### src/rtl/mem_arbiter.sv
// mem_arbiter: shares one multi-cycle main memory between the I-cache and
// D-cache miss handlers. It serializes 8-word block fills and single-word
// D-cache write-throughs, issues pipelined read addresses, and steers each
// returning word to its requester along with the word index.
//
// Ports
//   clk, rst_n                  clock, asynchronous active-low reset
//   i_req, i_addr               I-cache fill request and miss address
//   d_req, d_wr, d_addr, d_wdata D-cache request (fill or single-word write)
//   fill_data, fill_idx         returned word and its index in the block
//   i_fill_valid, d_fill_valid  fill_data belongs to I / D this cycle
//   i_done, d_done              one-cycle completion pulses
//   mem_addr, mem_wdata         memory address and write data
//   mem_enable, mem_wr          memory access strobe and write select
//   mem_data_out, mem_data_valid memory read-return data and valid
module mem_arbiter #(
    parameter int unsigned MEM_LAT = 4,
    parameter int unsigned WORDS   = 8
) (
    input  logic        clk,
    input  logic        rst_n,
    input  logic        i_req,
    input  logic [15:0] i_addr,
    input  logic        d_req,
    input  logic        d_wr,
    input  logic [15:0] d_addr,
    input  logic [15:0] d_wdata,
    output logic [15:0] fill_data,
    output logic [2:0]  fill_idx,
    output logic        i_fill_valid,
    output logic        d_fill_valid,
    output logic        i_done,
    output logic        d_done,
    output logic [15:0] mem_addr,
    output logic [15:0] mem_wdata,
    output logic        mem_enable,
    output logic        mem_wr,
    input  logic [15:0] mem_data_out,
    input  logic        mem_data_valid
);

    localparam int unsigned IDX_W  = $clog2(WORDS);
    localparam int unsigned CNT_W  = $clog2(WORDS + 1);
    localparam int unsigned OFF_W  = IDX_W + 1;
    localparam int unsigned BASE_W = 16 - OFF_W;

    typedef enum logic [1:0] {
        IDLE   = 2'd0,
        FILL_I = 2'd1,
        FILL_D = 2'd2,
        WRITE  = 2'd3
    } state_t;

    // last_q: requester granted most recently (0 = I, 1 = D)
    localparam logic LAST_I = 1'b0;
    localparam logic LAST_D = 1'b1;

    state_t             state_q, state_d;
    logic [CNT_W-1:0]   ic_q, ic_d;
    logic [CNT_W-1:0]   rc_q, rc_d;
    logic               last_q, last_d;
    logic [BASE_W-1:0]  base_q, base_d;
    logic               pick_d;

    // Byte-offset bits of the I-cache address never reach memory.
    logic unused_i_addr_bits;
    assign unused_i_addr_bits = ^i_addr[OFF_W-1:0];

    // State, counters, fairness flag and latched block base.
    always_ff @(posedge clk or negedge rst_n) begin
        if (!rst_n) begin
            state_q <= IDLE;
            ic_q    <= '0;
            rc_q    <= '0;
            last_q  <= LAST_I;
            base_q  <= '0;
        end else begin
            state_q <= state_d;
            ic_q    <= ic_d;
            rc_q    <= rc_d;
            last_q  <= last_d;
            base_q  <= base_d;
        end
    end

    // Next-state logic and output decode.
    always_comb begin
        state_d      = state_q;
        ic_d         = ic_q;
        rc_d         = rc_q;
        last_d       = last_q;
        base_d       = base_q;
        pick_d       = 1'b0;
        fill_data    = mem_data_out;
        fill_idx     = '0;
        i_fill_valid = 1'b0;
        d_fill_valid = 1'b0;
        i_done       = 1'b0;
        d_done       = 1'b0;
        mem_addr     = '0;
        mem_wdata    = '0;
        mem_enable   = 1'b0;
        mem_wr       = 1'b0;

        unique case (state_q)
            IDLE: begin
                // On conflict, grant whoever was not served last.
                if (i_req && d_req) begin
                    pick_d = (last_q == LAST_I);
                end else begin
                    pick_d = d_req;
                end
                if (i_req || d_req) begin
                    if (pick_d) begin
                        last_d  = LAST_D;
                        base_d  = d_addr[15:OFF_W];
                        state_d = d_wr ? WRITE : FILL_D;
                    end else begin
                        last_d  = LAST_I;
                        base_d  = i_addr[15:OFF_W];
                        state_d = FILL_I;
                    end
                end
            end

            FILL_I, FILL_D: begin
                // Reads are issued back to back; returns are counted separately.
                if (ic_q < CNT_W'(WORDS)) begin
                    mem_enable = 1'b1;
                    mem_addr   = {base_q, ic_q[IDX_W-1:0], 1'b0};
                    ic_d       = ic_q + CNT_W'(1);
                end
                fill_idx = 3'(rc_q);
                if (mem_data_valid) begin
                    if (state_q == FILL_I) begin
                        i_fill_valid = 1'b1;
                    end else begin
                        d_fill_valid = 1'b1;
                    end
                    rc_d = rc_q + CNT_W'(1);
                    if (rc_q == CNT_W'(WORDS - 1)) begin
                        if (state_q == FILL_I) begin
                            i_done = 1'b1;
                        end else begin
                            d_done = 1'b1;
                        end
                        ic_d    = '0;
                        rc_d    = '0;
                        state_d = IDLE;
                    end
                end
            end

            WRITE: begin
                mem_enable = 1'b1;
                mem_wr     = 1'b1;
                mem_addr   = d_addr;
                mem_wdata  = d_wdata;
                d_done     = 1'b1;
                state_d    = IDLE;
            end

            default: begin
                state_d = IDLE;
            end
        endcase
    end

    // Memory contract: every word returned during a fill answers a read
    // presented exactly MEM_LAT cycles earlier.
    a_mem_latency : assert property (@(posedge clk) disable iff (!rst_n)
        (((state_q == FILL_I) || (state_q == FILL_D)) && mem_data_valid)
            |-> $past(mem_enable && !mem_wr, MEM_LAT));

endmodule

### config.mk
export PLATFORM = sky130hd
export DESIGN_NAME = mem_arbiter
export DESIGN_NICKNAME = d
export VERILOG_FILES = /design/src/rtl/mem_arbiter.sv
export SDC_FILE = /design/constraint.sdc
export NUM_CORES = 1
export LEC_CHECK = 0
export BUFFER_PORTS_ARGS = -buffer_cell sky130_fd_sc_hd__buf_2
export CORE_MARGIN = 10
export CORE_UTILIZATION = 40
export DETAILED_ROUTE_END_ITERATION = 12
export GPL_ROUTABILITY_DRIVEN = 0
export HOLD_SLACK_MARGIN = 0.15
export MAX_ROUTING_LAYER = met4
export PLACE_DENSITY = 0.85
export SLEW_MARGIN = 25
export SYNTH_ARGS = -nofsm -noshare
export SYNTH_HDL_FRONTEND = slang
export SYNTH_SLANG_ARGS = --single-unit
### constraint.sdc
create_clock -name clk -period 2.2 [get_ports clk]
set_clock_uncertainty 0.1 [all_clocks]
set_input_delay 0.11 -clock clk [delete_from_list [all_inputs] [get_ports clk]]
set_output_delay 0.11 -clock clk [all_outputs]
set_load 0.05 [all_outputs]
* Word level (Yosys, flattened, before mapping)
Cells that the tools add are included.
** Word-level totals
- Flip-flop bits (word level) :: 23
- Output and inout bits :: 57
- Memories :: 0
- Bits in read-only memories :: 0
- Word-level logic and storage cells :: 56
- Memory bits (writable) :: 0
- Latch bits :: 0
- Bits of input ports :: 70
** Operators by class
- Bitwise logic cells :: 1
- Div/mod/pow operators :: 0
- Equal/unequal tests :: 7
- Mux-type cells :: 33
- $mul :: 0
- Magnitude comparators :: 1
- Shift operators :: 0
- Reduce and logical (&&, ||, !) cells :: 7
- $add $sub $neg :: 2
** Operator list (number)
- $mux W16 :: 2
- $pmux W16 S2 :: 1
- $mux W1 :: 17
- $mux W4 :: 4
- $mux W12 :: 1
- $add A4 B1 Y4 const B :: 2
- $mux W2 :: 4
- $ne A2 B2 Y1 const B :: 3
- $pmux W2 S3 :: 1
- $eq A2 B2 Y1 const B :: 2
- $eq A4 B3 Y1 const B :: 1
- $lt A4 B4 Y1 const B :: 1
- $pmux W1 S2 :: 2
- $reduce_and A2 Y1 :: 2
- $mux W3 :: 1
- $reduce_and A3 Y1 :: 1
- $eq A2 B1 Y1 const B :: 1
- $logic_not A2 Y1 :: 1
- $reduce_or A2 Y1 :: 1
- $logic_and A1 B1 Y1 :: 1
- $logic_or A1 B1 Y1 :: 1
- $not A1 Y1 :: 1

* Depth between registers and ports, before layout
Gate-level depths: netlist of the first run.
- Depth in word-level cells :: 6
- Depth in mapped cells :: 6
- Gate-level depth less buffers :: 5

* Worst setup path before layout of the first run
OpenSTA, ideal clock, no wires.
- Path type :: flip-flop to output port
- From :: register state_q[0]
- To :: output port mem_addr[10]
- Stages on the path, launching flop included :: 6
- Path slack :: 0.101 ns
- Arrival time :: 1.889 ns
- Required time :: 1.990 ns
- Path buffers :: 2
- Cells stage by stage :: dfrtp_1 -> ha_1 -> nor2b_1 -> buf_2 -> buf_2 -> a22o_1
** On the way
- Word-level cells in the longest chain between the ends :: 3
- Elaborated cells between the ends (all ways) :: 5
- Those cells by class :: 3 x eq/ne; 1 x mux; 1 x reduce/logical
** Ends and longest elaborated chain
- start, declared :: RTL line 58 : state_t state_q, state_d;
- start signal, assigned :: RTL line 78 : state_q <= state_d;
- $eq A2 B1 Y1 / $eq A2 B2 Y1 (equally long branches) :: RTL line 105 : unique case (state_q)
- $reduce_or A2 Y1 :: RTL line 105
- $pmux W16 S2 * :: RTL line 105
- end, declared :: RTL line 34 : output logic [15:0] mem_addr,
Mark *: on every way between the ends. The rest lies on a longest branch, timed or not.

* Worst setup path after layout of the first run
- From :: register state_q[0]
- To :: output port mem_addr[13]
Same word-level chain as after synthesis.

==> summary.json, run 1 <==
{
  "setup_path": {
    "timing.rr.end": "rc_q[3]",
    "critical_path_class": "register to output port",
    "timing.critical_path.cells": "inv_1 > ha_4 > nor3b_4 > buf_6 > a22o_1 > buf_4",
    "worstPathRequired_ps": 1990,
    "cp_max_fo": 8,
    "crit_arrival_ps": 1890,
    "timing.critical_path.to_type": "output port",
    "worstSetupPathDepth": 6,
    "reg2reg_depth": 6,
    "startpoint_type": "register",
    "total_buffers_and_inverters_traversed_by_the_critical_path": 3,
    "critical-path-top-delay-family": "buffers and inverters",
    "critical_path.slowest_cell": "dfrtp_1",
    "ff2ff_setup_slack_ps": 390,
    "r2r-start": "state_q[0]",
    "critical-path-max-stage-delay_ps": 400
  },
  "clocking": {
    "clk_path_buf_depth": 2,
    "root_buffer": "clkbuf_8",
    "cts.sinks": 23,
    "htreeDepth": 1,
    "worstSkewPairLatency_ps": 270,
    "tritoncts.num_buffers": 3,
    "tritoncts": "yes",
    "cts.clk_slew.worst_paths_ps": 80
  },
  "place": {
    "port_buffers": 90,
    "post-place-ws_ps": 269.0,
    "postPlaceCellArea_um2": 2023,
    "detailedPlacementHpwl_mm": 3.735
  },
  "logic_synthesis": {
    "synth.area.top_cells": "dfrtp_1 35%, and2_1 8.7%, buf_4 7.7%",
    "ys_async_sr_fraction_pct": 100.0,
    "synthesis.nets": 252,
    "synth_edf_count": 0,
    "avgSynthCellArea_um2": 9.481,
    "synth_area_um2": 1659,
    "synth_seq_area_share_pct": 34.69,
    "synth-seq-cells": 23,
    "post-synth-top-area-cell": "dfrtp_1",
    "synth_cell_types": 40,
    "synth-main-ff-cell": "dfrtp_1",
    "ys_warns": 0,
    "postSynthCellCount": 175,
    "synth_top_area_share_pct": 34.69
  },
  "floorplanning": {
    "die_width_um": 84.40,
    "fp.dieArea_um2": 7123,
    "io-pin-count": 127,
    "initial_utilization_pct": 41.48,
    "floorplan.core_area_um2": 4000,
    "floorplan.die.height_um": 84.40,
    "num_rows": 23
  },
  "power_and_ir_drop": {
    "power_per_cell_area_nw_per_um2": 1161,
    "irDropWorstVdd_v": 0.001014,
    "p_leak_uw": 0.001380
  },
  "drt": {
    "routed_wire_length_per_instance_um": 17.01,
    "antenna_violating_nets_remaining": 0,
    "drt_iter0_drc": 68,
    "via_per_instance_ratio": 5.044,
    "wl_mm": 5.852,
    "drt_drc_violations_left": 0,
    "detail_route.first_pass.iterations": 4,
    "via_count": 1735
  },
  "final_layout": {
    "final_area_um2": 2587,
    "drive_above_1_share_pct": 37.07,
    "final_net_count": 372,
    "antennaDiodeCount": 0,
    "area_growth_from_synthesis_to_layout_pct": 55.96,
    "final_util_pct": 64.69
  },
  "sta": {
    "finalSetupViolCount": 0,
    "final.period_utilization_pct": 95.65,
    "report.final.hold_viol_count": 0,
    "tightestPinTransition_ps": 715.4,
    "slew-limit-headroom_pct": 52.31,
    "setup_ws_ps": 95.61,
    "max_freq_ghz": 0.4752,
    "min_period_ps": 2104,
    "fin_hold_ws_ps": 159.6,
    "drv_slew": 0
  },
  "global_route": {
    "number_of_global_route_vias_before_repair": 1841,
    "global_route_wire_length_before_repair_mm": 9.094,
    "globalRoute.totalOverflow": 0,
    "grt_usage_pct": 15.45,
    "pin_count_of_the_biggest_net_entering_global_routing": 27,
    "antenna_found_initial": 0
  },
  "job": {
    "max_cap_viol_count": 0
  },
  "status": {
    "status": "complete, no violations"
  },
  "min_path": {
    "min_delay_worst_endpoint": "rc_q[0]",
    "hold_path_depth": 3,
    "timing.hold.worst.start": "mem_data_valid",
    "hold_path_class": "primary input to register"
  }
}
-- tightest hold or removal path: cells and delay by family --
kind | cells | cell delay [ps]
buffers and inverters | 1 | 130
and+or+nand+nor | 1 | 130
AOI/OAI and AO/OA | 1 | 120
-- report_power, final --
| group | total, uW | internal (uW) | switching, uW |
|---|---|---|---|
| logic | 1940 | 707 | 1230 |
| registers | 803 | 635 | 168 |
| clock network | 264 | 127 | 137 |
-- cell type report --
type	instances	area, um2
fillers	319	1413
repair buffers	140	973.4
multi-input cells	121	907.1
flip-flops and latches	23	575.6
well taps	50	62.56
clock buffers	3	41.29
inverters	6	22.52
clock inverters	1	5.005
-- cell usage after synthesis, types with 4 or more instances --
library cell / instances
a22o_1: 14
and2_1: 23
buf_2: 4
buf_4: 17
dfrtp_1: 23
ha_1: 7
inv_1: 6
mux2i_1: 12
nand2_1: 15
nor2_1: 5
o21ai_1: 14
-- cells by family (layout without fill, tap and decap cells) --
| family | count (synthesis) | count (layout) | synth area share (%) |
|---|---|---|---|
| and+or+nand+nor | 56 | 56 | 19.83 |
| AOI/OAI and AO/OA | 44 | 44 | 19.16 |
| buffers and inverters | 31 | 150 | 12.59 |
| DFF | 23 | 23 | 34.69 |
| muxes | 13 | 13 | 7.919 |
| adders and majority gates | 7 | 7 | 5.279 |
| xor gates and xnor gates | 1 | 1 | 0.5280 |
-- routing by layer --
layer	share of wire, %	GRT usage, %	vias up
met1	39	16.94	807
li1	-	-	842
met4	0.96	1.946	0
met2	52	27.73	80
met5	0	-	-
met3	7.3	4.444	6
-- placed cells by master, fill, tap and decap left out, types with 3 or more instances in the layout --
cell type	n
a22o_1	14
and2_1	22
buf_2	78
buf_4	6
clkbuf_4	10
clkbuf_8	3
dfrtp_1	23
dlygate4sd3_1	44
ha_1	5
inv_1	6
mux2i_1	12
nand2_1	15
nor2_1	5
o21ai_1	14
-- flip-flops by register name, indices dropped and copies added (netlist names) --
name,count
rc_q,4
last_q,1
state_q,2
base_q,12
ic_q,4
-- through the flow --
stage / instances / power, uW / setup TNS [ps]
after floorplan: 175 / 2182 / 0
after global placement: 295 / 2439 / 0
after CTS: 343 / 2903 / 0
final: 344 / 3003 / 0
after detailed placement: 295 / 2496 / 0
after global routing: 344 / 3228 / -11.31
-- how the worst max path moves through the flow --
| stage | from | endpoint | slack, ps |
|---|---|---|---|
| 4_1_cts | state_q[0] | mem_addr[4] | 20 |
| 5_1_grt | state_q[0] | mem_addr[14] | -6 |
| 6_report | state_q[0] | mem_addr[13] | 100 |
| 3_3_place_gp | state_q[0] | mem_addr[3] | 340 |
| 3_5_place_dp | state_q[0] | mem_addr[3] | 270 |
| 2_1_floorplan | state_q[0] | mem_addr[10] | 100 |
-- timing repair --
action | 4_1_cts | 5_1_grt
resized for setup | 2 | 20
buffers inserted | 0 | 0
gates cloned | 0 | 1
endpoints found under the setup margin | 1 | 17
endpoints found under the hold margin | 53 | 0
hold buffers | 44 | 0
(Power assumes the default switching activity.)
==> run 2: changes to the inputs <==
--- a/config.mk
+++ b/config.mk
@@ -7,12 +7,13 @@
 export LEC_CHECK = 0
 export BUFFER_PORTS_ARGS = -buffer_cell sky130_fd_sc_hd__buf_2
 export CORE_MARGIN = 10
-export CORE_UTILIZATION = 40
+export CORE_UTILIZATION = 41
+export CTS_BUF_LIST = sky130_fd_sc_hd__clkbuf_2
 export DETAILED_ROUTE_END_ITERATION = 12
 export GPL_ROUTABILITY_DRIVEN = 0
 export HOLD_SLACK_MARGIN = 0.15
 export MAX_ROUTING_LAYER = met4
-export PLACE_DENSITY = 0.85
+export PLACE_DENSITY = 0.86
 export SLEW_MARGIN = 25
 export SYNTH_ARGS = -nofsm -noshare
 export SYNTH_HDL_FRONTEND = slang
==> constraint.sdc (replaced) <==
create_clock -name clk -period 2.1 [get_ports clk]
set_clock_uncertainty 0.1 [all_clocks]
set_input_delay 0.105 -clock clk [delete_from_list [all_inputs] [get_ports clk]]
set_output_delay 0.105 -clock clk [all_outputs]
set_load 0.05 [all_outputs]
==> run 2 against run 1 <==
Net effect: the run now ends with negative setup slack left; non-clock buffer count increased by 7; register-to-register slack got worse by 20 ps; via count increased by 3.1%; clock-buffer cell count unchanged; clock power decreased by 30%; wire length increased by 7.1%; sequential power increased by 4.2%; power increased by 7.3%; worst setup slack got worse by 120 ps; global-route usage increased by 1.2 points; critical path type unchanged; largest power group unchanged; critical endpoint is now mem_addr[9]; combinational power increased by 13%; utilization increased by 3.1 points.
==> summary.json, run 2 (same netlist as run 1, synthesis figures left out) <==
{
  "status": {
    "status": {"value": "finished with violations", "change": "was complete, no violations"},
    "failing_checks": "negative setup slack"
  },
  "clocking": {
    "htreeDepth": {"value": 1, "change": "unchanged"},
    "cts.clk_slew.worst_paths": {"value": 220, "unit": "ps", "change": "was 80 ps"},
    "tritoncts": {"value": "yes", "change": "unchanged"},
    "tritoncts.num_buffers": {"value": 3, "change": "unchanged"},
    "root_buffer": {"value": "clkbuf_2", "change": "was clkbuf_8"},
    "worstSkewPairLatency": {"value": 350, "unit": "ps", "change": "was 270 ps"},
    "clk_path_buf_depth": {"value": 2, "change": "unchanged"},
    "cts.sinks": {"value": 23, "change": "unchanged"}
  },
  "drt": {
    "drt_iter0_drc": {"value": 123, "change": "was 68"},
    "antenna_violating_nets_remaining": {"value": 0, "change": "unchanged"},
    "drt_drc_violations_left": {"value": 0, "change": "unchanged"},
    "via_per_instance_ratio": {"value": 5.080, "change": "was 5.044"},
    "via_count": {"value": 1788, "change": "was 1735"},
    "routed_wire_length_per_instance": {"value": 17.81, "unit": "um", "change": "was 17.01 um"},
    "wl": {"value": 6.270, "unit": "mm", "change": "was 5.852 mm"},
    "detail_route.first_pass.iterations": {"value": 4, "change": "unchanged"}
  },
  "sta": {
    "drv_slew": {"value": 0, "change": "unchanged"},
    "min_period_ps": 2120,
    "slew-limit-headroom": {"value": 34.43, "unit": "%", "change": "was 52.31%"},
    "setup_ws": {"value": -20.20, "unit": "ps", "change": "was 95.61 ps"},
    "max_freq_ghz": 0.4717,
    "fin_hold_ws": {"value": 231.3, "unit": "ps", "change": "was 159.6 ps"},
    "tightestPinTransition": {"value": 983.5, "unit": "ps", "change": "was 715.4 ps"},
    "unrepaired_setup_endpoints_after_global_routing": "yes",
    "finalSetupViolCount": {"value": 4, "change": "was 0"},
    "report.final.hold_viol_count": {"value": 0, "change": "unchanged"},
    "final.period_utilization_pct": 101.0
  },
  "global_route": {
    "grt.met3_usage": {"value": 4.102, "unit": "%", "change": "was 4.444%"},
    "global_route_wire_length_before_repair": {"value": 9.570, "unit": "mm", "change": "was 9.094 mm"},
    "grt_most_used_layer": {"value": "met2", "change": "unchanged"},
    "pin_count_of_the_biggest_net_entering_global_routing": {"value": 27, "change": "unchanged"},
    "number_of_global_route_vias_before_repair": {"value": 1847, "change": "was 1841"},
    "antenna_found_initial": {"value": 1, "change": "was 0"},
    "grt_usage": {"value": 16.69, "unit": "%", "change": "was 15.45%"},
    "globalRoute.totalOverflow": {"value": 0, "change": "unchanged"},
    "use_met1": {"value": 17.05, "unit": "%", "change": "was 16.94%"},
    "gr-usage-met2": {"value": 30.73, "unit": "%", "change": "was 27.73%"}
  },
  "floorplanning": {
    "floorplan.core_area": {"value": 3971, "unit": "um2", "change": "was 4000 um2"},
    "fp.dieArea": {"value": 6991, "unit": "um2", "change": "was 7123 um2"},
    "initial_utilization": {"value": 41.78, "unit": "%", "change": "was 41.48%"},
    "num_rows": {"value": 23, "change": "unchanged"},
    "io-pin-count": {"value": 127, "change": "unchanged"},
    "die_width": {"value": 83.61, "unit": "um", "change": "was 84.40 um"},
    "floorplan.die.height": {"value": 83.61, "unit": "um", "change": "was 84.40 um"}
  },
  "power_and_ir_drop": {
    "seqPwrFrac": {"value": 26.0, "unit": "%", "change": "was 26.7%"},
    "swShare": {"value": 51.74, "unit": "%", "change": "was 51.10%"},
    "p_leak": {"value": 0.001419, "unit": "uW", "change": "was 0.001380 uW"},
    "p_sw": {"value": 1667, "unit": "uW", "change": "was 1534 uW"},
    "irDropWorstVdd": {"value": 0.0007153, "unit": "V", "change": "was 0.001014 V"},
    "p_clk_share": {"value": 5.7, "unit": "%", "change": "was 8.8%"},
    "power_per_cell_area": {"value": 1197, "unit": "nW/um2", "change": "was 1161 nW/um2"},
    "power_report.internal_total": {"value": 1554, "unit": "uW", "change": "was 1468 uW"},
    "power_frac_comb": {"value": 68.3, "unit": "%", "change": "was 64.5%"}
  },
  "final_layout": {
    "fillers": {"value": 290, "change": "was 319"},
    "drive_above_1_share": {"value": 38.21, "unit": "%", "change": "was 37.07%"},
    "final_area": {"value": 2691, "unit": "um2", "change": "was 2587 um2"},
    "mostFrequentLayoutCells": {"value": "73 x buf_2, 46 x dlygate4sd3_1, 23 x dfrtp_1", "change": "was 78 x buf_2, 44 x dlygate4sd3_1, 23 x dfrtp_1"},
    "mostFrequentLayoutCell": {"value": "buf_2", "change": "unchanged"},
    "final_net_count": {"value": 379, "change": "was 372"},
    "max_ffs_per_register": {"value": 12, "change": "unchanged"},
    "area_growth_from_synthesis_to_layout": {"value": 62.22, "unit": "%", "change": "was 55.96%"},
    "layout_top_registers": {"value": "base_q (12), ic_q (4), rc_q (4)", "change": "unchanged"},
    "registers.top_by_ff_count": {"value": "base_q", "change": "unchanged"}
  },
  "setup_path": {
    "worstPathRequired": {"value": 1890, "unit": "ps", "change": "was 1990 ps"},
    "cp_max_fo": {"value": 7, "change": "was 8"},
    "crit_arrival": {"value": 1920, "unit": "ps", "change": "was 1890 ps"},
    "critical_path_class": {"value": "register to output port", "change": "unchanged"},
    "startpoint_type": {"value": "register", "change": "unchanged"},
    "timing.critical_path.to_type": {"value": "output port", "change": "unchanged"}
  },
  "place": {
    "port_buffers": {"value": 90, "change": "unchanged"},
    "post-place-ws": {"value": 263.4, "unit": "ps", "change": "was 269.0 ps"},
    "detailedPlacementHpwl": {"value": 3.772, "unit": "mm", "change": "was 3.735 mm"},
    "postPlaceCellArea": {"value": 2031, "unit": "um2", "change": "was 2023 um2"}
  },
  "min_path": {
    "hold_path_class": {"value": "primary input to async pin", "change": "was primary input to register"}
  },
  "job": {
    "max_cap_viol_count": {"value": 0, "change": "unchanged"}
  }
}
==> run 2: through the flow <==
step	total power [uW]	util, %	instances	TNS [ps]
final	3221	67.77	352	-34.76
after global routing	3443	67.77	352	-1370
after CTS	3077	66.35	349	-5.107
after detailed placement	2643	51.13	296	0
after global placement	2582	51.13	296	0
after floorplan	2286	-	175	0
==> run 2: final cells by class <==
| type | instances | area, um2 | share of cell area, % |
|---|---|---|---|
| multi-input combinational | 121 | 897.1 | 33.33 |
| clock buffer | 3 | 15.01 | 0.5579 |
| clock inverter | 1 | 5.005 | 0.1860 |
| sequential | 23 | 575.6 | 21.39 |
| antenna | 1 | 2.502 | 0.09298 |
| tap | 50 | 62.56 | 2.325 |
| inverter | 6 | 22.52 | 0.8368 |
| timing repair buffer | 147 | 1111 | 41.28 |
==> run 2: worst max-delay path, cell delays in order (launching register included) <==
cell and delay (ps):
dfrtp_1 410, inv_2 80, ha_4 280, nor3b_4 270, buf_6 180, a22o_1 170
buf_6 160
==> run 2: power by group through the flow <==
stage	Sequential (uW)	Clock, uW	Combinational, uW
global route	866	211	2370
global placement	827	0	1750
detailed placement	844	0	1800
finish	837	184	2200
CTS	825	189	2060
floorplan	796	0	1490
==> run 2: per-layer routing <==
metal / share of wire (%) / vias up / wire, um
met2: 53 / 79 / 3326
met1: 38 / 841 / 2410
li1: - / 857 / -
met5: 0 / - / 0
met3: 6.0 / 11 / 376
met4: 2.5 / 0 / 157
==> run 2: final timing paths <==
path / startpoint / to / slack, ps / cells past startpoint
min in group clk: base_q[1] / base_q[1] / 420 / 2
hold reg to reg: base_q[1] / base_q[1] / 420 / 2
setup reg to reg: state_q[1] / state_q[0] / 370 / 6
hold / removal: rst_n / base_q[1] / 230 / 3
max in group asynchronous: rst_n / rc_q[1] / 1330 / 3
setup / recovery: state_q[1] / mem_addr[9] / -20 / 6
==> run 2: what timing repair did <==
item / CTS / global route
buffers inserted: 2 / 1
endpoints found under the hold margin: 61 / 0
resized for setup: 33 / 13
endpoints found under the setup margin: 17 / 19
pin swaps: 0 / 15
gates cloned: 0 / 1
hold buffers: 47 / 0
